===== src/rtl/fifo_wr_arbiter.sv =====
// fifo_wr_arbiter: round-robin arbiter sharing one FIFO write port among
// NUM_REQ producers. It acks at most one requester per cycle with zero
// latency and never writes while the FIFO reports full.
//
// Build option: define ARB_BURST_EN to let a winner keep the port for up
// to MAX_BURST consecutive words (OWN state). Without it the block
// re-arbitrates after every accepted word and OWN is never entered.
module fifo_wr_arbiter #(
    parameter int WIDTH     = 8,
    parameter int NUM_REQ   = 4,
    parameter int ID_WIDTH  = $clog2(NUM_REQ),
    parameter int MAX_BURST = 4
) (
    input  logic                       clk,
    input  logic                       res,
    input  logic [NUM_REQ-1:0]         req,
    input  logic [NUM_REQ-1:0]         req_mask,
    input  logic [NUM_REQ*WIDTH-1:0]   wdata_in,
    input  logic                       fifo_full,
    output logic [NUM_REQ-1:0]         ack,
    output logic                       fifo_wr_en,
    output logic [WIDTH-1:0]           fifo_wdata,
    output logic [ID_WIDTH-1:0]        grant_id,
    output logic                       busy
);

    localparam int CNT_W = $clog2(MAX_BURST) + 1;

    typedef enum logic [0:0] {
        ST_IDLE = 1'b0,
        ST_OWN  = 1'b1
    } state_t;

    state_t              state_q,    state_d;
    logic [ID_WIDTH-1:0] rr_ptr_q,   rr_ptr_d;
    logic [ID_WIDTH-1:0] owner_q,    owner_d;
    logic [ID_WIDTH-1:0] grant_id_q, grant_id_d;
    logic [CNT_W-1:0]    burst_cnt_q, burst_cnt_d;
    logic                busy_q;

    logic [NUM_REQ-1:0]  eligible_s;
    logic                found_s;
    logic [ID_WIDTH-1:0] winner_s;
    logic [NUM_REQ-1:0]  ack_s;
    logic [NUM_REQ-1:0]  ack_out_s;
    logic [WIDTH-1:0]    wdata_s;
    logic                owner_req_s;

    // Pointer increment that wraps at NUM_REQ, so indices >= NUM_REQ never appear.
    function automatic logic [ID_WIDTH-1:0] next_ptr(input logic [ID_WIDTH-1:0] i);
        if (i >= ID_WIDTH'(NUM_REQ - 1)) begin
            return '0;
        end else begin
            return i + ID_WIDTH'(1);
        end
    endfunction

    // Search position k relative to base, modulo NUM_REQ.
    function automatic int rr_index(input logic [ID_WIDTH-1:0] base, input int k);
        int j;
        j = int'(base) + k;
        if (j >= NUM_REQ) begin
            j = j - NUM_REQ;
        end else begin
            j = j;
        end
        return j;
    endfunction

    assign eligible_s  = req & req_mask;
    // A masked owner is treated exactly like an owner that dropped req.
    assign owner_req_s = req[owner_q] & req_mask[owner_q];

    // Round-robin search: walk from rr_ptr upward; the first eligible index wins.
    // Iterating from the far end lets the nearest hit overwrite earlier ones.
    always_comb begin
        found_s  = 1'b0;
        winner_s = '0;
        for (int k = NUM_REQ - 1; k >= 0; k--) begin
            if ((rr_index(rr_ptr_q, k) < NUM_REQ) && eligible_s[rr_index(rr_ptr_q, k)]) begin
                found_s  = 1'b1;
                winner_s = ID_WIDTH'(rr_index(rr_ptr_q, k));
            end else begin
                found_s  = found_s;
                winner_s = winner_s;
            end
        end
    end

    // FSM next-state, pointer/owner/count updates and the zero-latency ack.
    always_comb begin
        state_d     = state_q;
        rr_ptr_d    = rr_ptr_q;
        owner_d     = owner_q;
        grant_id_d  = grant_id_q;
        burst_cnt_d = burst_cnt_q;
        ack_s       = '0;
        case (state_q)
            ST_IDLE: begin
                if (found_s && !fifo_full) begin
                    ack_s[winner_s] = 1'b1;
                    owner_d         = winner_s;
                    grant_id_d      = winner_s;
`ifdef ARB_BURST_EN
                    if (MAX_BURST > 1) begin
                        state_d     = ST_OWN;
                        burst_cnt_d = CNT_W'(1);
                    end else begin
                        // A one-word burst ends on its first word.
                        rr_ptr_d    = next_ptr(winner_s);
                        burst_cnt_d = '0;
                    end
`else
                    rr_ptr_d = next_ptr(winner_s);
`endif
                end else begin
                    // Nothing eligible, or FIFO full: hold everything.
                    state_d = ST_IDLE;
                end
            end
            ST_OWN: begin
                if (!owner_req_s) begin
                    // Owner released the port: hand over to the next index.
                    state_d     = ST_IDLE;
                    rr_ptr_d    = next_ptr(owner_q);
                    burst_cnt_d = '0;
                end else if (!fifo_full) begin
                    ack_s[owner_q] = 1'b1;
                    grant_id_d     = owner_q;
                    if (burst_cnt_q >= CNT_W'(MAX_BURST - 1)) begin
                        // This edge accepts word MAX_BURST: burst is over.
                        state_d     = ST_IDLE;
                        rr_ptr_d    = next_ptr(owner_q);
                        burst_cnt_d = '0;
                    end else begin
                        burst_cnt_d = burst_cnt_q + CNT_W'(1);
                    end
                end else begin
                    // FIFO full inside a burst: keep ownership and count.
                    state_d = ST_OWN;
                end
            end
            default: begin
                state_d     = ST_IDLE;
                burst_cnt_d = '0;
            end
        endcase
    end

    // Reset overrides the combinational ack so nothing is written during reset.
    always_comb begin
        if (res) begin
            ack_out_s = '0;
        end else begin
            ack_out_s = ack_s;
        end
    end

    // Write-data mux: select the acknowledged requester's word, zero otherwise.
    always_comb begin
        wdata_s = '0;
        for (int i = 0; i < NUM_REQ; i++) begin
            if (ack_out_s[i]) begin
                wdata_s = wdata_in[i*WIDTH +: WIDTH];
            end else begin
                wdata_s = wdata_s;
            end
        end
    end

    // State registers with asynchronous active-high reset.
    always_ff @(posedge clk or posedge res) begin
        if (res) begin
            state_q     <= ST_IDLE;
            rr_ptr_q    <= '0;
            owner_q     <= '0;
            grant_id_q  <= '0;
            burst_cnt_q <= '0;
            busy_q      <= 1'b0;
        end else begin
            state_q     <= state_d;
            rr_ptr_q    <= rr_ptr_d;
            owner_q     <= owner_d;
            grant_id_q  <= grant_id_d;
            burst_cnt_q <= burst_cnt_d;
            busy_q      <= (state_d == ST_OWN);
        end
    end

    assign ack        = ack_out_s;
    assign fifo_wr_en = |ack_out_s;
    assign fifo_wdata = wdata_s;
    assign grant_id   = grant_id_q;
    assign busy       = busy_q;

endmodule

===== config.mk =====
export PLATFORM = sky130hd
export DESIGN_NAME = fifo_wr_arbiter
export DESIGN_NICKNAME = d
export VERILOG_FILES = /design/src/rtl/fifo_wr_arbiter.sv
export SDC_FILE = /design/constraint.sdc
export NUM_CORES = 1
export LEC_CHECK = 0
export ABC_CLOCK_PERIOD_IN_PS = 9530
export BUFFER_PORTS_ARGS = -buffer_cell sky130_fd_sc_hd__buf_2
export CORE_MARGIN = 1.5
export CORE_UTILIZATION = 54
export CTS_BUF_LIST = sky130_fd_sc_hd__clkbuf_8
export DETAILED_ROUTE_END_ITERATION = 8
export GPL_TIMING_DRIVEN = 0
export PLACE_DENSITY = 0.85
export SETUP_SLACK_MARGIN = 0.4
export SYNTH_ARGS = -nofsm -noshare
export SYNTH_HDL_FRONTEND = slang
export SYNTH_SLANG_ARGS = --single-unit

===== constraint.sdc =====
create_clock -name clk -period 9.53 [get_ports clk]
set_input_delay 0.4765 -clock clk [delete_from_list [all_inputs] [get_ports clk]]
set_output_delay 0.4765 -clock clk [all_outputs]
set_load 0.05 [all_outputs]

==> impl_metrics.env, run 1 <==
export IMPL_end_kind="output pin"
export IMPL_cp_slowest_stage_delay_ps=520
export IMPL_hold_viol_final=0
export IMPL_slowest_stage="dfrtp_1"
export IMPL_r2r_cells=10
export IMPL_via_count=1594
export IMPL_die_w_um=55.2
export IMPL_ys_seq_area_frac=0.170
export IMPL_peakVddDrop_mv=0.284
export IMPL_num_antenna_cells=0
export IMPL_max_slew_margin=0.661
export IMPL_cp_endpoint="fifo_wdata[0]"
export IMPL_status="finished clean"
export IMPL_cts_sinks=10
export IMPL_synthFlopType="dfrtp_1"
export IMPL_syn2layout_area_growth_pct=26.0
export IMPL_syn_inst=166
export IMPL_overflow=0
export IMPL_layout_commonest_cell="buf_2"
export IMPL_nNetsFinal=285
export IMPL_core_area_sq_um=2520
export IMPL_cp_required_ps=9050
export IMPL_final_cell_mix="58 x buf_2, 16 x nand2_1, 14 x o21ai_0, 13 x nor2_1, 13 x ha_1"
export IMPL_rsz0062_at_grt="no"
export IMPL_drtIter0Drc=58
export IMPL_grt_start_max_net_pins=13
export IMPL_insertion_delay_ps=230
export IMPL_reg2reg_slack_ps=6450
export IMPL_gp_congestion=0.893
export IMPL_io_pins=59
export IMPL_synthArstFlopShare=1.00
export IMPL_syn_area_sq_um=1470
export IMPL_max_clock_freq_mhz=203
export IMPL_fin_ws_ps=4600
export IMPL_min_period_over_period=0.518
export IMPL_hpwl_mm=3.25
export IMPL_setup_viol=0
export IMPL_crit_start="rr_ptr_q[0]$_DFFE_PP0P_"
export IMPL_numPortBuffers=58
export IMPL_clockRootBuffer="clkbuf_8"
export IMPL_groute_usage_overall=0.281
export IMPL_ys_warnings_count=0
export IMPL_initial_utilization=0.583
export IMPL_crit_chain="buf_4 > inv_1 > ha_1 > nor3b_2 > o21ai_0 > mux2_1 > a221o_1 > ha_1 > nor3b_1 > o31ai_1 > a2bb2oi_1 > and2_1 > clkbuf_2 > a32oi_1 > a211oi_2 > buf_2"
export IMPL_cts_tree="done"
export IMPL_wl_per_cell_um=16.2
export IMPL_cts_hold_buf=0
export IMPL_viasPerCell=6.18
export IMPL_ys_ff_latch=10
export IMPL_cts_setup_buffers=0
export IMPL_firstDrtPassIters=4
export IMPL_die_area_sq_um=3050
export IMPL_fin_tns_setup_ps=0
export IMPL_cts_resized=0
export IMPL_start_kind="flop"
export IMPL_grt_antenna_before_repair=0
export IMPL_crit_buf_inv=4
export IMPL_tightest_slew_ps=506
export IMPL_timing_rr_end="rr_ptr_q[1]$_DFFE_PP0P_"
export IMPL_crit_arrival_ps=4460
export IMPL_drv_cap=0
export IMPL_fin_crit_ps=4930
export IMPL_critical_path_top_delay_family="compound AO/OA/AOI/OAI gates"
export IMPL_pre_cts_ws_ps=4900
export IMPL_whs_ps=336
export IMPL_grt_pass1_vias=1642
export IMPL_worstSetupPathType="flop to output pin"
export IMPL_drc=0
export IMPL_powerDensity_nw_per_um2=315
export IMPL_ys_types=51
export IMPL_synth_nets=222
export IMPL_cts_htree_levels=1
export IMPL_grt_first_pass_wirelength_mm=7.12
export IMPL_die_h_um=55.2
export IMPL_worstPathMaxFanout=10
export IMPL_timing_rr_start="rr_ptr_q[0]$_DFFE_PP0P_"
export IMPL_syn_avg_cell_area_sq_um=8.86
export IMPL_cts_buffers=3
export IMPL_clk_pin_slew_worst_paths_ps=50
export IMPL_clock_path_buffers=2
export IMPL_cp_depth=16
export IMPL_rows=18
export IMPL_antenna_left=0
export IMPL_skew_ps=0.605
export IMPL_drive_gt1_frac=0.377
export IMPL_fillers=208
export IMPL_drv_slew=0
export IMPL_synth_edff_count=0
export IMPL_p_leak_nw=0.910
export IMPL_hp_class="input port to asynchronous set/reset pin"
export IMPL_routed_wl_mm=4.19
export IMPL_cp_common_cell="ha_1"
## state kept, by name, summed over array words and instances (netlist names)
signal       cells
rr_ptr_q         2
owner_q          2
busy             1
grant_id         2
burst_cnt_q      3
## worst min-delay path by stage
stage | slack [ps] | startpoint | depth (start not counted) | endpoint
final | 340 | res | 2 | rr_ptr_q[0]$_DFFE_PP0P_
after global routing | 370 | res | 2 | owner_q[0]$_DFFE_PP0P_
after CTS | 340 | res | 2 | owner_q[0]$_DFFE_PP0P_
after detailed placement | 490 | grant_id[0]$_DFFE_PP0P_ | 2 | grant_id[0]$_DFFE_PP0P_
after global placement | 460 | grant_id[0]$_DFFE_PP0P_ | 2 | grant_id[0]$_DFFE_PP0P_
after floorplan | 350 | res | 1 | burst_cnt_q[0]$_DFFE_PP0P_
## per-layer routing
layer | up-vias | GRT usage | share of wire
met3 | 12 | 0.0398 | 0.038
met1 | 757 | 0.318 | 0.38
met2 | 60 | 0.532 | 0.56
met5 | - | 0 | 0
met4 | 0 | 0.0941 | 0.021
li1 | 765 | - | -
## synth_stat cells (3+ instances only)
library cell	n	share of area
nor2_1	13	0.033
nand3b_1	3	0.015
inv_1	10	0.026
nand2_1	16	0.041
mux2i_1	3	0.020
and3b_1	9	0.054
a21oi_1	4	0.014
a32oi_1	9	0.054
and2_1	5	0.021
nor2b_1	5	0.021
a211oi_2	8	0.068
o21ai_0	14	0.048
ha_1	13	0.11
dfrtp_1	10	0.17
nand3_1	4	0.014
## stage by stage
step	power, W	cell area, sq um	std cells	util
2_1_floorplan	0.000428	1470	166	-
3_3_place_gp	0.000508	1800	254	0.713
3_5_place_dp	0.000523	1800	254	0.713
4_1_cts	0.000581	1850	258	0.735
5_1_grt	0.000627	1850	258	0.735
6_report	0.000584	1850	258	0.735
## cell families (layout without fill, tap and decap cells)
| logic type | after synthesis | count (layout) | synth area share |
|---|---|---|---|
| buffers and inverters | 15 | 77 | 0.0493 |
| AOI/OAI and AO/OA | 58 | 58 | 0.363 |
| adders and majority gates | 13 | 13 | 0.111 |
| DFF | 10 | 10 | 0.170 |
| muxes | 7 | 7 | 0.0663 |
| and+or+nand+nor | 63 | 63 | 0.241 |
## power by group
group | total [W] | internal, W | switching [W]
registers | 0.0000738 | 0.0000556 | 0.0000182
clock network | 0.0000530 | 0.0000363 | 0.0000167
logic | 0.000457 | 0.000157 | 0.000300
## final cells by class
type	instances	area, sq um	area share
timing repair buffer	58	290	0.157
multi-input combinational	141	1150	0.619
buffer	5	35.0	0.0189
inverter	10	37.5	0.0202
tap	30	37.5	0.0202
sequential	10	250	0.135
clock buffer	4	55.1	0.0297
Note: power is estimated with default switching activity, not from simulation.
==> run 2, diff against run 1 <==
--- a/config.mk
+++ b/config.mk
@@ -5,14 +5,15 @@
 export SDC_FILE = /design/constraint.sdc
 export NUM_CORES = 1
 export LEC_CHECK = 0
-export ABC_CLOCK_PERIOD_IN_PS = 9530
+export ABC_AREA = 1
+export ABC_CLOCK_PERIOD_IN_PS = 4100
 export BUFFER_PORTS_ARGS = -buffer_cell sky130_fd_sc_hd__buf_2
 export CORE_MARGIN = 1.5
-export CORE_UTILIZATION = 54
+export CORE_UTILIZATION = 45
 export CTS_BUF_LIST = sky130_fd_sc_hd__clkbuf_8
 export DETAILED_ROUTE_END_ITERATION = 8
 export GPL_TIMING_DRIVEN = 0
-export PLACE_DENSITY = 0.85
+export PLACE_DENSITY = 0.76
 export SETUP_SLACK_MARGIN = 0.4
 export SYNTH_ARGS = -nofsm -noshare
 export SYNTH_HDL_FRONTEND = slang
==> constraint.sdc (replaced) <==
create_clock -name clk -period 4.1 [get_ports clk]
set_input_delay 0.205 -clock clk [delete_from_list [all_inputs] [get_ports clk]]
set_output_delay 0.205 -clock clk [all_outputs]
set_load 0.05 [all_outputs]
==> impl_metrics.env, run 2 <==
export IMPL_syn_avg_cell_area_sq_um=5.90
export IMPL_ys_ff_latch=10
export IMPL_p_leak_nw=1.09
export IMPL_final_util=0.626
export IMPL_via_count=1584
export IMPL_grt_pass1_vias=1403
export IMPL_min_delay_start="fifo_full"
export IMPL_finalInstanceArea_sq_um=1770
export IMPL_grt_start_max_net_pins=20
export IMPL_numPortBuffers=58
export IMPL_drv_cap=0
export IMPL_hp_class="input port to flop"
export IMPL_viasPerCell=4.83
export IMPL_finalPower_w=0.00165
export IMPL_cp_required_ps=3890
export IMPL_antenna_left=0
export IMPL_timing_rr_end="rr_ptr_q[1]$_DFFE_PP0P_"
export IMPL_largest_reg_flops=3
export IMPL_crit_arrival_ps=3150
export IMPL_hold_viol_final=0
export IMPL_clock_path_buffers=2
export IMPL_drv_slew=0
export IMPL_max_clock_freq_mhz=298
export IMPL_initial_utilization=0.490
export IMPL_drc=0
export IMPL_yosys_area_top_type="nand2_1"
export IMPL_clk_pin_slew_worst_paths_ps=50
export IMPL_groute_usage_overall=0.207
export IMPL_die_area_sq_um=3420
export IMPL_io_pins=59
export IMPL_layout_commonest_cell="nand2_1"
export IMPL_firstDrtPassIters=4
export IMPL_gp_congestion=0.871
export IMPL_peakVddDrop_mv=0.514
export IMPL_powerDensity_nw_per_um2=934
export IMPL_synthArstFlopShare=1.00
export IMPL_routed_wl_mm=3.42
export IMPL_nNetsFinal=354
export IMPL_synth_top_cell_area_share=0.233
export IMPL_fin_tns_setup_ps=0
export IMPL_synthTopCellsByArea="nand2_1 23%, dfrtp_1 18%, ha_1 12%"
export IMPL_ys_warnings_count=0
export IMPL_synth_nets=291
export IMPL_overflow=0
export IMPL_insertion_delay_ps=240
export IMPL_holdPathStages=3
export IMPL_drive_gt1_frac=0.263
export IMPL_setup_viol=0
export IMPL_start_kind="flop"
export IMPL_rsz0062_at_grt="no"
export IMPL_die_h_um=58.5
export IMPL_num_antenna_cells=0
export IMPL_wl_per_cell_um=10.4
export IMPL_grt_antenna_before_repair=0
export IMPL_synthTopCellsByCount="86 x nand2_1, 36 x inv_1, 22 x o21ai_0"
export IMPL_regMostFlops="burst_cnt_q"
export IMPL_grt_first_pass_wirelength_mm=5.63
export IMPL_rows=19
export IMPL_worstPathMaxFanout=10
export IMPL_cts_tree="done"
export IMPL_final_cell_mix="86 x nand2_1, 59 x buf_2, 35 x inv_1, 22 x o21ai_0, 19 x nand3_1"
export IMPL_synthFlopType="dfrtp_1"
export IMPL_syn2layout_area_growth_pct=27.7
export IMPL_drtIter0Drc=77
export IMPL_syn_inst=235
export IMPL_yosysMostFrequentCell="nand2_1"
export IMPL_ys_types=24
export IMPL_die_w_um=58.5
export IMPL_end_kind="output pin"
export IMPL_min_period_over_period=0.819
export IMPL_skew_ps=4.21
export IMPL_status="finished clean"
export IMPL_clockRootBuffer="clkbuf_8"
export IMPL_worstSetupPathType="flop to output pin"
export IMPL_r2r_cells=13
export IMPL_cts_sinks=10
export IMPL_place_area_sq_um=1720
export IMPL_core_area_sq_um=2830
export IMPL_timing_rr_start="rr_ptr_q[0]$_DFFE_PP0P_"
export IMPL_fin_crit_ps=3360
export IMPL_reg2reg_slack_ps=1690
export IMPL_max_slew_margin=0.420
export IMPL_hpwl_mm=2.81
export IMPL_synth_edff_count=0
export IMPL_tightest_slew_ps=871
export IMPL_hold_end="busy$_DFF_PP0_"
export IMPL_cts_buffers=3
export IMPL_syn_area_sq_um=1390
export IMPL_ys_seq_area_frac=0.181
export IMPL_cts_htree_levels=1
## run 2: final cells by class
cell class	count	area, sq um
plain buffers	4	23.8
clock buffers	4	55.1
fillers	292	1060
inverters	40	150
multi-input cells	181	962
flip-flops and latches	10	250
well taps	31	38.8
repair buffers	58	290
## run 2: logic make-up (layout without fill, tap and decap cells)
kind of cell | after synthesis | in the layout | synth area share
flops | 10 | 10 | 0.181
mux | 1 | 1 | 0.00722
buf+inv | 44 | 106 | 0.125
fa+ha+maj | 13 | 13 | 0.117
simple gates | 136 | 136 | 0.451
compound gates | 31 | 31 | 0.118
## run 2: through the flow
| stage | std cells | worst slack [ps] | hold WS [ps] |
|---|---|---|---|
| 2_1_floorplan | 235 | 1240 | 357 |
| 3_3_place_gp | 324 | 926 | 460 |
| 3_5_place_dp | 324 | 914 | 486 |
| 4_1_cts | 328 | 646 | 267 |
| 5_1_grt | 328 | 429 | 301 |
| 6_report | 328 | 743 | 288 |
## run 2: critical path, cell delays in order, from the launching register on
cell	delay (ps)
dfrtp_1	470
inv_2	110
ha_1	350
inv_1	110
nand2_2	80
nand3_4	80
inv_1	40
o21ai_0	140
nand3_1	90
nand2_1	160
inv_1	110
ha_1	200
nand4_1	90
nand2_2	150
inv_2	160
nand4_1	100
nand2_1	120
nand2_1	50
nand2_1	50
buf_2	250
## run 2: worst max-delay path by stage
stage | cells after the start | from | slack [ps] | end
finish | 19 | rr_ptr_q[0]$_DFFE_PP0P_ | 740 | fifo_wdata[2]
global route | 19 | rr_ptr_q[0]$_DFFE_PP0P_ | 430 | fifo_wdata[2]
CTS | 19 | rr_ptr_q[0]$_DFFE_PP0P_ | 650 | fifo_wdata[2]
detailed placement | 19 | rr_ptr_q[0]$_DFFE_PP0P_ | 910 | fifo_wdata[2]
global placement | 19 | rr_ptr_q[0]$_DFFE_PP0P_ | 930 | fifo_wdata[2]
floorplan | 18 | rr_ptr_q[0]$_DFFE_PP0P_ | 1240 | fifo_wdata[0]
## run 2: per-layer routing
layer,GRT usage,vias to the layer above,share of wire,wire [um]
met5,0,-,0,0
met4,0.0731,0,0.010,35
met3,0.0198,5,0.034,118
met2,0.350,36,0.47,1600
met1,0.275,667,0.49,1660
li1,-,876,-,-
## run 2: where the power goes
| group | switching, W | leakage (nW) | total [W] | internal [W] |
|---|---|---|---|---|
| clock network | 0.0000391 | 0.0288 | 0.000124 | 0.0000844 |
| registers | 0.0000400 | 0.125 | 0.000176 | 0.000136 |
| logic | 0.000980 | 0.934 | 0.00135 | 0.000374 |
| total | 0.00106 | 1.09 | 0.00165 | 0.000594 |
## run 2: timing repair
action / CTS / global route
endpoints found under the setup margin: 0 / 5
setup buffers: 0 / 0
hold buffers: 0 / 0
gates resized for setup: 0 / 1
